**src/rtl/ifu_pkg.sv**
```systemverilog
// Shared IFU types and defaults for the PC generator and its return-address stack.
package ifu_pkg;
    localparam int              DEF_WIDTH     = 16;
    localparam logic [15:0]     DEF_RESET_VEC = 16'hAA00;

    typedef enum logic {BOOT = 1'b0, RUN = 1'b1} fsm_state_e;

    typedef enum logic [2:0] {
        SEL_HOLD,
        SEL_INC,
        SEL_REDIR,
        SEL_CALL,
        SEL_RET
    } sel_e;
endpackage

```
**src/rtl/pc_gen_ras_if.sv**
```systemverilog
// Fetch handshake, execute redirect and predecode call/return bundle around the PC generator.
interface pc_gen_ras_if #(parameter int WIDTH = 16);
    logic [WIDTH-1:0] pc_out;
    logic             pc_valid;
    logic             pc_ready;
    logic             redirect_valid;
    logic [WIDTH-1:0] redirect_target;
    logic             call;
    logic [WIDTH-1:0] call_target;
    logic             ret;
    logic             ret_miss;
    logic             wrap;
    logic             ras_empty;
    logic             ras_full;

    modport master (
        output pc_out, pc_valid, ret_miss, wrap, ras_empty, ras_full,
        input  pc_ready, redirect_valid, redirect_target, call, call_target, ret
    );

    modport slave (
        input  pc_out, pc_valid, ret_miss, wrap, ras_empty, ras_full,
        output pc_ready, redirect_valid, redirect_target, call, call_target, ret
    );
endinterface

```
**src/rtl/ras_stack.sv**
```systemverilog
// Circular return-address stack: push overwrites the oldest entry when full, pop on empty is ignored.
module ras_stack #(
    parameter int WIDTH     = 16,
    parameter int RAS_DEPTH = 4
) (
    input  logic             clk,
    input  logic             rst_n,
    input  logic             push,
    input  logic             pop,
    input  logic             replace,
    input  logic [WIDTH-1:0] wdata,
    output logic [WIDTH-1:0] top,
    output logic             empty,
    output logic             full
);
    localparam int              PW      = $clog2(RAS_DEPTH);
    localparam int              CW      = PW + 1;
    localparam logic [CW-1:0]   DEPTH_C = CW'(RAS_DEPTH);

    logic [WIDTH-1:0] mem [RAS_DEPTH];
    logic [PW-1:0]    ptr_reg;
    logic [CW-1:0]    count_reg;
    logic [PW-1:0]    top_idx;

    // ptr_reg is the next free slot; the top of stack sits just below it.
    assign top_idx = ptr_reg - PW'(1);
    assign top     = mem[top_idx];
    assign empty   = (count_reg == '0);
    assign full    = (count_reg == DEPTH_C);

    always_ff @(posedge clk) begin
        if (push) begin
            mem[ptr_reg] <= wdata;
        end else if (replace) begin
            mem[top_idx] <= wdata;
        end
    end

    always_ff @(posedge clk or negedge rst_n) begin
        if (!rst_n) begin
            ptr_reg   <= '0;
            count_reg <= '0;
        end else if (push) begin
            ptr_reg <= ptr_reg + PW'(1);
            if (!full) begin
                count_reg <= count_reg + CW'(1);
            end
        end else if (pop && !empty) begin
            ptr_reg   <= top_idx;
            count_reg <= count_reg - CW'(1);
        end
    end
endmodule

```
**src/rtl/pc_gen_ras.sv**
```systemverilog
// Fetch PC generator: boot FSM, prioritised next-PC select, step incrementer and RAS prediction.
module pc_gen_ras
    import ifu_pkg::*;
#(
    parameter int               WIDTH     = DEF_WIDTH,
    parameter int               STEP      = 1,
    parameter logic [WIDTH-1:0] RESET_VEC = WIDTH'(DEF_RESET_VEC),
    parameter int               RAS_DEPTH = 4
) (
    input  logic          clk,
    input  logic          rst_n,
    pc_gen_ras_if.master  bus
);
    localparam logic [0:0]     ST_BOOT  = 1'(BOOT);
    localparam logic [0:0]     ST_RUN   = 1'(RUN);
    localparam logic [WIDTH:0] STEP_EXT = (WIDTH + 1)'(STEP);

    logic [0:0]       state_reg, state_next;
    logic [WIDTH-1:0] pc_reg, pc_next;
    logic             pc_valid_reg;
    logic             ret_miss_reg, ret_miss_next;
    logic             wrap_reg, wrap_next;
    logic [WIDTH:0]   inc_ext;
    logic [WIDTH-1:0] pc_inc;
    logic             fire;
    sel_e             sel;
    logic             push, pop, replace;
    logic [WIDTH-1:0] ras_top;
    logic             ras_empty, ras_full;

    assign fire    = pc_valid_reg & bus.pc_ready;
    assign inc_ext = {1'b0, pc_reg} + STEP_EXT;
    assign pc_inc  = inc_ext[WIDTH-1:0];

    ras_stack #(.WIDTH(WIDTH), .RAS_DEPTH(RAS_DEPTH)) u_ras (
        .clk     (clk),
        .rst_n   (rst_n),
        .push    (push),
        .pop     (pop),
        .replace (replace),
        .wdata   (pc_inc),
        .top     (ras_top),
        .empty   (ras_empty),
        .full    (ras_full)
    );

    // A redirect wins over everything and suppresses any RAS update in the same cycle.
    always_comb begin
        sel           = SEL_HOLD;
        push          = 1'b0;
        pop           = 1'b0;
        replace       = 1'b0;
        ret_miss_next = 1'b0;
        if (bus.redirect_valid) begin
            sel = SEL_REDIR;
        end else if (fire && bus.call && bus.ret) begin
            if (!ras_empty) begin
                sel     = SEL_RET;
                replace = 1'b1;
            end else begin
                sel           = SEL_CALL;
                push          = 1'b1;
                ret_miss_next = 1'b1;
            end
        end else if (fire && bus.call) begin
            sel  = SEL_CALL;
            push = 1'b1;
        end else if (fire && bus.ret) begin
            if (!ras_empty) begin
                sel = SEL_RET;
                pop = 1'b1;
            end else begin
                sel           = SEL_INC;
                ret_miss_next = 1'b1;
            end
        end else if (fire) begin
            sel = SEL_INC;
        end
    end

    always_comb begin
        pc_next    = pc_reg;
        state_next = state_reg;
        wrap_next  = (sel == SEL_INC) && inc_ext[WIDTH];
        case (sel)
            SEL_INC:   pc_next = pc_inc;
            SEL_REDIR: pc_next = bus.redirect_target;
            SEL_CALL:  pc_next = bus.call_target;
            SEL_RET:   pc_next = ras_top;
            default:   pc_next = pc_reg;
        endcase
        case (state_reg)
            ST_BOOT: state_next = ST_RUN;
            default: state_next = ST_RUN;
        endcase
    end

    always_ff @(posedge clk or negedge rst_n) begin
        if (!rst_n) begin
            state_reg    <= ST_BOOT;
            pc_reg       <= RESET_VEC;
            pc_valid_reg <= 1'b0;
            ret_miss_reg <= 1'b0;
            wrap_reg     <= 1'b0;
        end else begin
            state_reg    <= state_next;
            pc_reg       <= pc_next;
            pc_valid_reg <= (state_next == ST_RUN);
            ret_miss_reg <= ret_miss_next;
            wrap_reg     <= wrap_next;
        end
    end

    assign bus.pc_out    = pc_reg;
    assign bus.pc_valid  = pc_valid_reg;
    assign bus.ret_miss  = ret_miss_reg;
    assign bus.wrap      = wrap_reg;
    assign bus.ras_empty = ras_empty;
    assign bus.ras_full  = ras_full;
endmodule

```
**src/flat_wrapper.sv**
```systemverilog
// flat-port wrapper written by rule: the top's interface ports become plain ports
module pc_gen_ras_flat import ifu_pkg::*;
#(
    parameter int               WIDTH     = DEF_WIDTH,
    parameter int               STEP      = 1,
    parameter logic [WIDTH-1:0] RESET_VEC = WIDTH'(DEF_RESET_VEC),
    parameter int               RAS_DEPTH = 4
)
  (clk, rst_n, bus_pc_out, bus_pc_valid, bus_ret_miss, bus_wrap, bus_ras_empty, bus_ras_full, bus_pc_ready, bus_redirect_valid, bus_redirect_target, bus_call, bus_call_target, bus_ret);
  pc_gen_ras_if #(.WIDTH(WIDTH)) bus_i ();
  input  logic clk;
  input  logic rst_n;
  output wire logic [$bits(bus_i.pc_out)-1:0] bus_pc_out;
  output wire logic [$bits(bus_i.pc_valid)-1:0] bus_pc_valid;
  output wire logic [$bits(bus_i.ret_miss)-1:0] bus_ret_miss;
  output wire logic [$bits(bus_i.wrap)-1:0] bus_wrap;
  output wire logic [$bits(bus_i.ras_empty)-1:0] bus_ras_empty;
  output wire logic [$bits(bus_i.ras_full)-1:0] bus_ras_full;
  input wire logic [$bits(bus_i.pc_ready)-1:0] bus_pc_ready;
  input wire logic [$bits(bus_i.redirect_valid)-1:0] bus_redirect_valid;
  input wire logic [$bits(bus_i.redirect_target)-1:0] bus_redirect_target;
  input wire logic [$bits(bus_i.call)-1:0] bus_call;
  input wire logic [$bits(bus_i.call_target)-1:0] bus_call_target;
  input wire logic [$bits(bus_i.ret)-1:0] bus_ret;
  assign bus_pc_out = bus_i.pc_out;
  assign bus_pc_valid = bus_i.pc_valid;
  assign bus_ret_miss = bus_i.ret_miss;
  assign bus_wrap = bus_i.wrap;
  assign bus_ras_empty = bus_i.ras_empty;
  assign bus_ras_full = bus_i.ras_full;
  assign bus_i.pc_ready = bus_pc_ready;
  assign bus_i.redirect_valid = bus_redirect_valid;
  assign bus_i.redirect_target = bus_redirect_target;
  assign bus_i.call = bus_call;
  assign bus_i.call_target = bus_call_target;
  assign bus_i.ret = bus_ret;
  pc_gen_ras #(.WIDTH(WIDTH), .STEP(STEP), .RESET_VEC(RESET_VEC), .RAS_DEPTH(RAS_DEPTH)) u_core (.clk(clk), .rst_n(rst_n), .bus(bus_i));
endmodule
```
**config.mk**
```make
export PLATFORM = sky130hd
export DESIGN_NAME = pc_gen_ras_flat
export DESIGN_NICKNAME = d
export VERILOG_FILES = /design/src/rtl/ifu_pkg.sv /design/src/rtl/pc_gen_ras_if.sv /design/src/rtl/ras_stack.sv /design/src/rtl/pc_gen_ras.sv /design/src/flat_wrapper.sv
export SDC_FILE = /design/constraint.sdc
export NUM_CORES = 1
export LEC_CHECK = 0
export CORE_UTILIZATION = 50
export DETAILED_ROUTE_END_ITERATION = 8
export GPL_TIMING_DRIVEN = 0
export PLACE_DENSITY = 0.77
export SYNTH_ARGS = -nofsm -noshare
export SYNTH_HDL_FRONTEND = slang
export SYNTH_SLANG_ARGS = --single-unit
```
**constraint.sdc**
```tcl
create_clock -name clk -period 7.77 [get_ports clk]
set_clock_uncertainty 0.2 [all_clocks]
set_input_delay 1.9425 -clock clk [delete_from_list [all_inputs] [get_ports clk]]
set_output_delay 1.9425 -clock clk [all_outputs]
set_load 0.01 [all_outputs]
```
==> results of run 1 <==
power breakdown:
part / internal [mW] / leakage, nW / switching [mW] / total (mW)
Clock: 0.152 / 0.0983 / 0.168 / 0.320
Sequential: 0.560 / 0.860 / 0.0432 / 0.603
Combinational: 0.193 / 0.844 / 0.218 / 0.411
stage by stage:
| step | worst slack [ns] | instances | power (mW) | hold slack [ns] |
|---|---|---|---|---|
| 5_1_grt | 2.82 | 513 | 1.39 | 0.354 |
| 3_5_place_dp | 2.65 | 497 | 1.02 | 0.322 |
| 6_report | 2.97 | 513 | 1.33 | 0.337 |
| 3_3_place_gp | 2.28 | 494 | 1.00 | 0.323 |
| 4_1_cts | 3.00 | 513 | 1.34 | 0.338 |
| 2_1_floorplan | 3.76 | 332 | 0.873 | 0.298 |
cells by family after synthesis:
kind of cell,after synthesis,synth area share
flops,88,0.596
other cells,1,0.000885
mux,19,0.0927
xor+xnor,19,0.0410
compound gates,61,0.0909
fa+ha+maj,2,0.00767
buf+inv,30,0.0328
simple gates,112,0.138
worst register-to-register path, cell delays in order, from the launching register on:
cell	delay, ns
dfrtp_1	0.48
o31ai_1	0.59
buf_2	0.32
buf_2	0.26
nand3_1	0.13
a21oi_2	0.58
buf_6	0.25
worst paths after layout:
kind,startpoint,to,cells after the start
max in group asynchronous,rst_n,u_core.bus.pc_out[5]$_DFFE_PN0P_,1
worst min register to register,u_core.bus.pc_out[11]$_DFFE_PN1P_,u_core.bus.pc_out[11]$_DFFE_PN1P_,2
worst max register to register,u_core.u_ras.count_reg[0]$_DFFE_PN0P_,u_core.u_ras.mem[3][9]$_DFFE_PP_,6
worst max-delay path,bus_pc_ready,u_core.u_ras.mem[2][10]$_DFFE_PP_,6
min in group asynchronous,rst_n,u_core.bus.pc_out[12]$_DFFE_PN0P_,1
worst min-delay path,u_core.bus.pc_out[11]$_DFFE_PN1P_,u_core.bus.pc_out[11]$_DFFE_PN1P_,2
layer usage:
metal	wire length (um)	up-vias
met1	4170	1506
li1	-	1392
met2	4950	188
met4	374	0
met5	0	-
met3	979	29
layout by cell type (no fill, tap or decap), types with 10 or more instances in the layout:
cell             instances
a21oi_1                 20
nor2_1                  28
mux4_2                  16
dfrtp_1                 20
edfxtp_1                64
nand2_1                 23
nand3_1                 19
clkdlybuf4s50_1         57
clkbuf_1                11
xor2_1                  10
o21ai_0                 12
cell type report:
class,instances,area [sq um]
fillers,632,3020
flip-flops and latches,88,2530
multi-input cells,214,1590
repair buffers,60,612
well taps,105,131
clock buffers,9,124
plain buffers,23,113
clock inverters,7,76.3
inverters,7,26.3
==> results by group, run 1 <==
Floorplanning
  • Die Wd: 94.1 um
  • Die ar.: 8850 sq um
  • Site Rows: 33
  • Height of the chip: 94.1 um
  • IO Pins: 59
  • Initial core utilization: 0.516
  • Core box area: 8220 sq um

Outcome
  • Status: complete, no violations

Setup path
  • Crit-path cells: clkdlybuf4s50_1 -> nand2_1 -> nor2_1 -> clkbuf_1 -> nand3_1 -> nor2_2
  • Kind of launch point of the worst setup path: input pin
  • R2R setup slack: 4.67 ns
  • Required time of the critical path: 7.55 ns
  • Arr. time, crit path: 4.58 ns
  • Critical path's top delay family: simple AND/OR/NAND/NOR gates
  • Critical Path Max Stage Delay: 0.78 ns
  • Crit path kind: in2reg
  • Max stage delay cell, worst path: nor2_2
  • Critical Path End Type: register
  • Buf/Inv on CP: 2
  • Crit-path max FO: 16

Detailed routing
  • Drt initial violations: 361
  • Remaining DRCs: 0
  • DR vias: 3115
  • Vias per cell: 6.07
  • WL final: 10500 um
  • Post-DRT Antenna Nets: 0
  • 1st-pass router iterations: 6
  • Wire per inst: 20.4 um

Global routing
  • Vias in the first global route: 2981
  • Met3 Use GR: 0.0307
  • GR Layer Usage met1: 0.350
  • GR peak layer: met2
  • M2 GR Usage: 0.391
  • Initial antenna violation count: 0
  • GR Util All Layers: 0.253
  • First-pass GRT wire length: 15800 um
  • Largest net degree at the start of global routing: 25
  • Total gr overflow: 0

Logic synthesis
  • Largest area contributor in the netlist: edfxtp_1
  • Post-Syn Instances: 332
  • Mapped Area: 4240 sq um
  • Register area share after synthesis: 0.596
  • Distinct cells, synth: 58
  • Syn_area_per_cell: 12.8 sq um
  • Synth warnings: 0
  • Synth top cells by count: 64 x edfxtp_1, 30 x nor2_1, 23 x nand2_1
  • Ys async rst share: 0.273
  • Yosys top cell area share: 0.453
  • Most area-consuming cells after synthesis: edfxtp_1 45%, dfrtp_1 12%, mux4_2 8.5%
  • Synth Flop Type: edfxtp_1
  • Register bit total from synthesis: 88
  • Number of synthesized flops with an enable pin: 64
  • Top-count cell post-synth: edfxtp_1
  • Syn Nets: 372

Cells and area
  • Final antenna diode count: 0
  • Area grow syn2layout: 22.6%
  • Max reg flops: 64
  • Layout Nets: 443
  • Share of cells above drive strength 1: 0.147
  • Fin area: 5190 sq um
  • Fin util: 0.632

Clock network
  • Clock sink count: 88
  • CTS tree: done
  • CTS Buf Count: 9
  • Max H-tree Level: 3
  • CTS resizes: 0
  • Worst-Skew Late Latency: 0.36 ns
  • Worst-path clk slew: 0.09 ns
  • Clock buffer depth: 2
  • Root buffer cell: clkbuf_8
  • Cts-stage hold buffer count: 0
  • Post-CTS Repair Setup Buffers: 0

Placed design
  • Placement-stage cell area: 4990 sq um
  • Hpwl dp: 7560 um
  • Port Buffers: 57
  • GP Congestion: 0.917

STA
  • Final slew viol count: 0
  • Worst rel slew slack: 0.206
  • Final setup violation count: 0
  • Setup TNS Final: 0 ns
  • Fmax: 208 MHz
  • Worst-margin pin slew: 1.19 ns
  • Tcrit/Tclk final: 0.617
  • Fin. Hold Viols: 0
  • Period minus WS final: 4.80 ns
  • RSZ-0062 raised after global routing: false

Worst hold path
  • Type of the most critical hold path: reg2reg

Pwr
  • PD cells: 257 nW/um^2
  • Peak VDD IR: 0.147 mV
  • Leak: 1.80 nW

Flow run
  • Number of max-cap violations: 0
Power figures use the tool's default switching activity.
==> inputs of run 2 (changes only) <==
--- a/config.mk
+++ b/config.mk
@@ -5,10 +5,10 @@
 export SDC_FILE = /design/constraint.sdc
 export NUM_CORES = 1
 export LEC_CHECK = 0
-export CORE_UTILIZATION = 50
+export CORE_UTILIZATION = 49
 export DETAILED_ROUTE_END_ITERATION = 8
 export GPL_TIMING_DRIVEN = 0
-export PLACE_DENSITY = 0.77
+export PLACE_DENSITY = 0.79
 export SYNTH_ARGS = -nofsm -noshare
 export SYNTH_HDL_FRONTEND = slang
 export SYNTH_SLANG_ARGS = --single-unit
==> constraint.sdc (replaced) <==
create_clock -name clk -period 4.3 [get_ports clk]
set_clock_uncertainty 0.2 [all_clocks]
set_input_delay 1.075 -clock clk [delete_from_list [all_inputs] [get_ports clk]]
set_output_delay 1.075 -clock clk [all_outputs]
set_load 0.01 [all_outputs]
==> run 2 against run 1 <==
Net effect:
- combinational power grew 83%
- die area grew 2.0%
- clock-buffer cell count is the same
- cell count shrank 0.39%
- sequential share of layout area is essentially flat
- via count shrank 0.39%
- global-route usage shrank 0.18 points
- register-to-register slack lost 3.3 ns
- sequential power grew 81%
- utilization shrank 0.57 points
- wire length grew 0.68%
- highest routed layer unchanged
==> results by group, run 2 (same netlist as run 1, synthesis figures left out) <==
STA
  • Worst-margin pin slew: 1.14 ns (-0.0477 ns)
  • Worst rel slew slack: 0.238 (+0.0319)
  • Final slew viol count: 0 (unchanged)
  • Period minus WS final: 3.77 ns
  • Fin. Hold Viols: 0 (unchanged)
  • Tcrit/Tclk final: 0.878
  • Final setup violation count: 0 (unchanged)
  • RSZ-0062 raised after global routing: false
  • Fmax: 265 MHz
  • Setup TNS Final: 0 ns (unchanged)
  • Setup WS post-layout: 0.525 ns (-2.45 ns)

Setup path
  • Critical Path End Type: register
  • Kind of launch point of the worst setup path: input pin
  • Crit-path max FO: 16 (unchanged)
  • Required time of the critical path: 4.08 ns (-3.47 ns)
  • Arr. time, crit path: 3.55 ns (-1.03 ns)
  • Crit path kind: in2reg

Clock network
  • CTS resizes: 0 (unchanged)
  • Max H-tree Level: 3 (unchanged)
  • CTS tree: done
  • Clock buffer depth: 2 (unchanged)
  • CTS Buf Count: 9 (unchanged)
  • Worst-path clk slew: 0.09 ns (about the same)
  • Root buffer cell: clkbuf_8
  • Cts-stage hold buffer count: 0 (unchanged)
  • Worst-Skew Late Latency: 0.35 ns (about the same)
  • Clock sink count: 88 (unchanged)
  • Post-CTS Repair Setup Buffers: 0 (unchanged)

Placed design
  • GP Congestion: 0.871 (-5.0%)
  • Hpwl dp: 7560 um (about the same)
  • Port Buffers: 57 (unchanged)
  • Dpl ws: 0.171 ns (-2.48 ns)

Outcome
  • Status: complete, no violations

Floorplanning
  • Site Rows: 33 (unchanged)
  • Core box area: 8300 sq um (+1.0%)
  • Die ar.: 9030 sq um (+2.0%)
  • Height of the chip: 95.0 um (+0.99%)
  • IO Pins: 59 (unchanged)
  • Initial core utilization: 0.511 (-0.00513)
  • Die Wd: 95.0 um (+0.99%)

Pwr
  • Sw Ratio: 0.318 (-0.00373)
  • PD cells: 476 nW/um^2 (+86%)
  • Gate power share: 0.303 (-0.005)
  • Register share of total power: 0.441 (-0.011)
  • Switching power: 787 uW (+84%)
  • Clock network power share: 0.256 (+0.016)
  • Peak VDD IR: 0.257 mV (+75%)
  • Pwr Total: 2.48 mW (+86%)
  • Leak: 1.80 nW (-0.12%)
  • Internal power: 1.69 mW (+87%)

Cells and area
  • Max reg flops: 64 (unchanged)
  • Layout Nets: 442 (-0.23%)
  • Fill count: 636 (+0.63%)
  • Most common cell after layout, fill and taps aside: edfxtp_1
  • Area grow syn2layout: 22.7% (about the same)
  • Most frequent cells in the layout: 64 x edfxtp_1, 57 x clkdlybuf4s50_1, 28 x nor2_1
  • Final antenna diode count: 0 (unchanged)
  • Fin util: 0.627 (-0.00569)
  • Share of cells above drive strength 1: 0.145 (-0.00174)

Global routing
  • Total gr overflow: 0 (unchanged)
  • Largest net degree at the start of global routing: 25 (unchanged)
  • GR Util All Layers: 0.251 (-0.00184)
  • Vias in the first global route: 3106 (+4.2%)
  • Initial antenna violation count: 0 (unchanged)
  • First-pass GRT wire length: 16300 um (+3.3%)

Worst hold path
  • Type of the most critical hold path: reg2reg

Detailed routing
  • Post-DRT Antenna Nets: 0 (unchanged)
  • 1st-pass router iterations: 6 (unchanged)
  • WL final: 10500 um (+0.68%)
  • Remaining DRCs: 0 (unchanged)
  • DR vias: 3103 (-0.39%)
  • Wire per inst: 20.6 um (+1.1%)
  • Drt initial violations: 290 (-20%)
  • Vias per cell: 6.07 (about the same)

Flow run
  • Number of max-cap violations: 0 (unchanged)
[run 2: final cells by class]
class / instances / area, sq um / share of cell area
tap: 105 / 131 / 0.0253
timing repair buffer: 59 / 601 / 0.115
multi-input combinational: 214 / 1590 / 0.305
inverter: 7 / 26.3 / 0.00505
clock inverter: 6 / 92.6 / 0.0178
buffer: 23 / 113 / 0.0217
sequential: 88 / 2530 / 0.486
clock buffer: 9 / 124 / 0.0238
[run 2: through the flow]
step	hold WS (ns)	instances	cell area, sq um
6_report	0.340	511	5200
5_1_grt	0.359	511	5200
3_3_place_gp	0.319	494	4940
3_5_place_dp	0.325	496	4980
2_1_floorplan	0.298	332	4240
4_1_cts	0.337	511	5200
[run 2: per-layer routing]
metal | track usage | wire (um)
met1 | 0.340 | 4380
met2 | 0.412 | 5250
met3 | 0.0335 | 662
met4 | 0.101 | 236
met5 | 0 | 0
[run 2: worst paths after layout]
kind / from / endpoint / slack, ns / cells after the start
worst max-delay path: bus_pc_ready / u_core.u_ras.mem[2][8]$_DFFE_PP_ / 0.53 / 6
worst min-delay path: u_core.bus.pc_out[11]$_DFFE_PN1P_ / u_core.bus.pc_out[11]$_DFFE_PN1P_ / 0.34 / 2
worst max register to register: u_core.bus.pc_valid$_DFF_PN0_ / u_core.u_ras.mem[2][8]$_DFFE_PP_ / 1.35 / 5
worst min register to register: u_core.bus.pc_out[11]$_DFFE_PN1P_ / u_core.bus.pc_out[11]$_DFFE_PN1P_ / 0.34 / 2
max in group asynchronous: rst_n / u_core.u_ras.ptr_reg[0]$_DFFE_PN0P_ / 2.09 / 1
min in group asynchronous: rst_n / u_core.bus.wrap$_DFF_PN0_ / 1.12 / 1
[run 2: critical path, stage by stage]
cell and delay (ns):
clkdlybuf4s50_1 0.50, nand2_1 0.23, nor2_1 0.30, clkbuf_1 0.49, nand3_1 0.22, nor2_2 0.73
[run 2: power groups by stage]
stage / clock, mW / sequential [mW] / combinational, mW
global placement: 0 / 1.10 / 0.712
detailed placement: 0 / 1.11 / 0.741
CTS: 0.635 / 1.09 / 0.747
floorplan: 0 / 1.10 / 0.478
global route: 0.669 / 1.10 / 0.805
finish: 0.634 / 1.09 / 0.752
==> inputs of run 3 (changes only) <==
--- a/config.mk
+++ b/config.mk
@@ -8,6 +8,7 @@
 export CORE_UTILIZATION = 49
 export DETAILED_ROUTE_END_ITERATION = 8
 export GPL_TIMING_DRIVEN = 0
+export HOLD_SLACK_MARGIN = 0.08
 export PLACE_DENSITY = 0.79
 export SYNTH_ARGS = -nofsm -noshare
 export SYNTH_HDL_FRONTEND = slang
==> results of run 3 <==
Same layout as run 2: the final DEF is identical, and so are final timing and power.
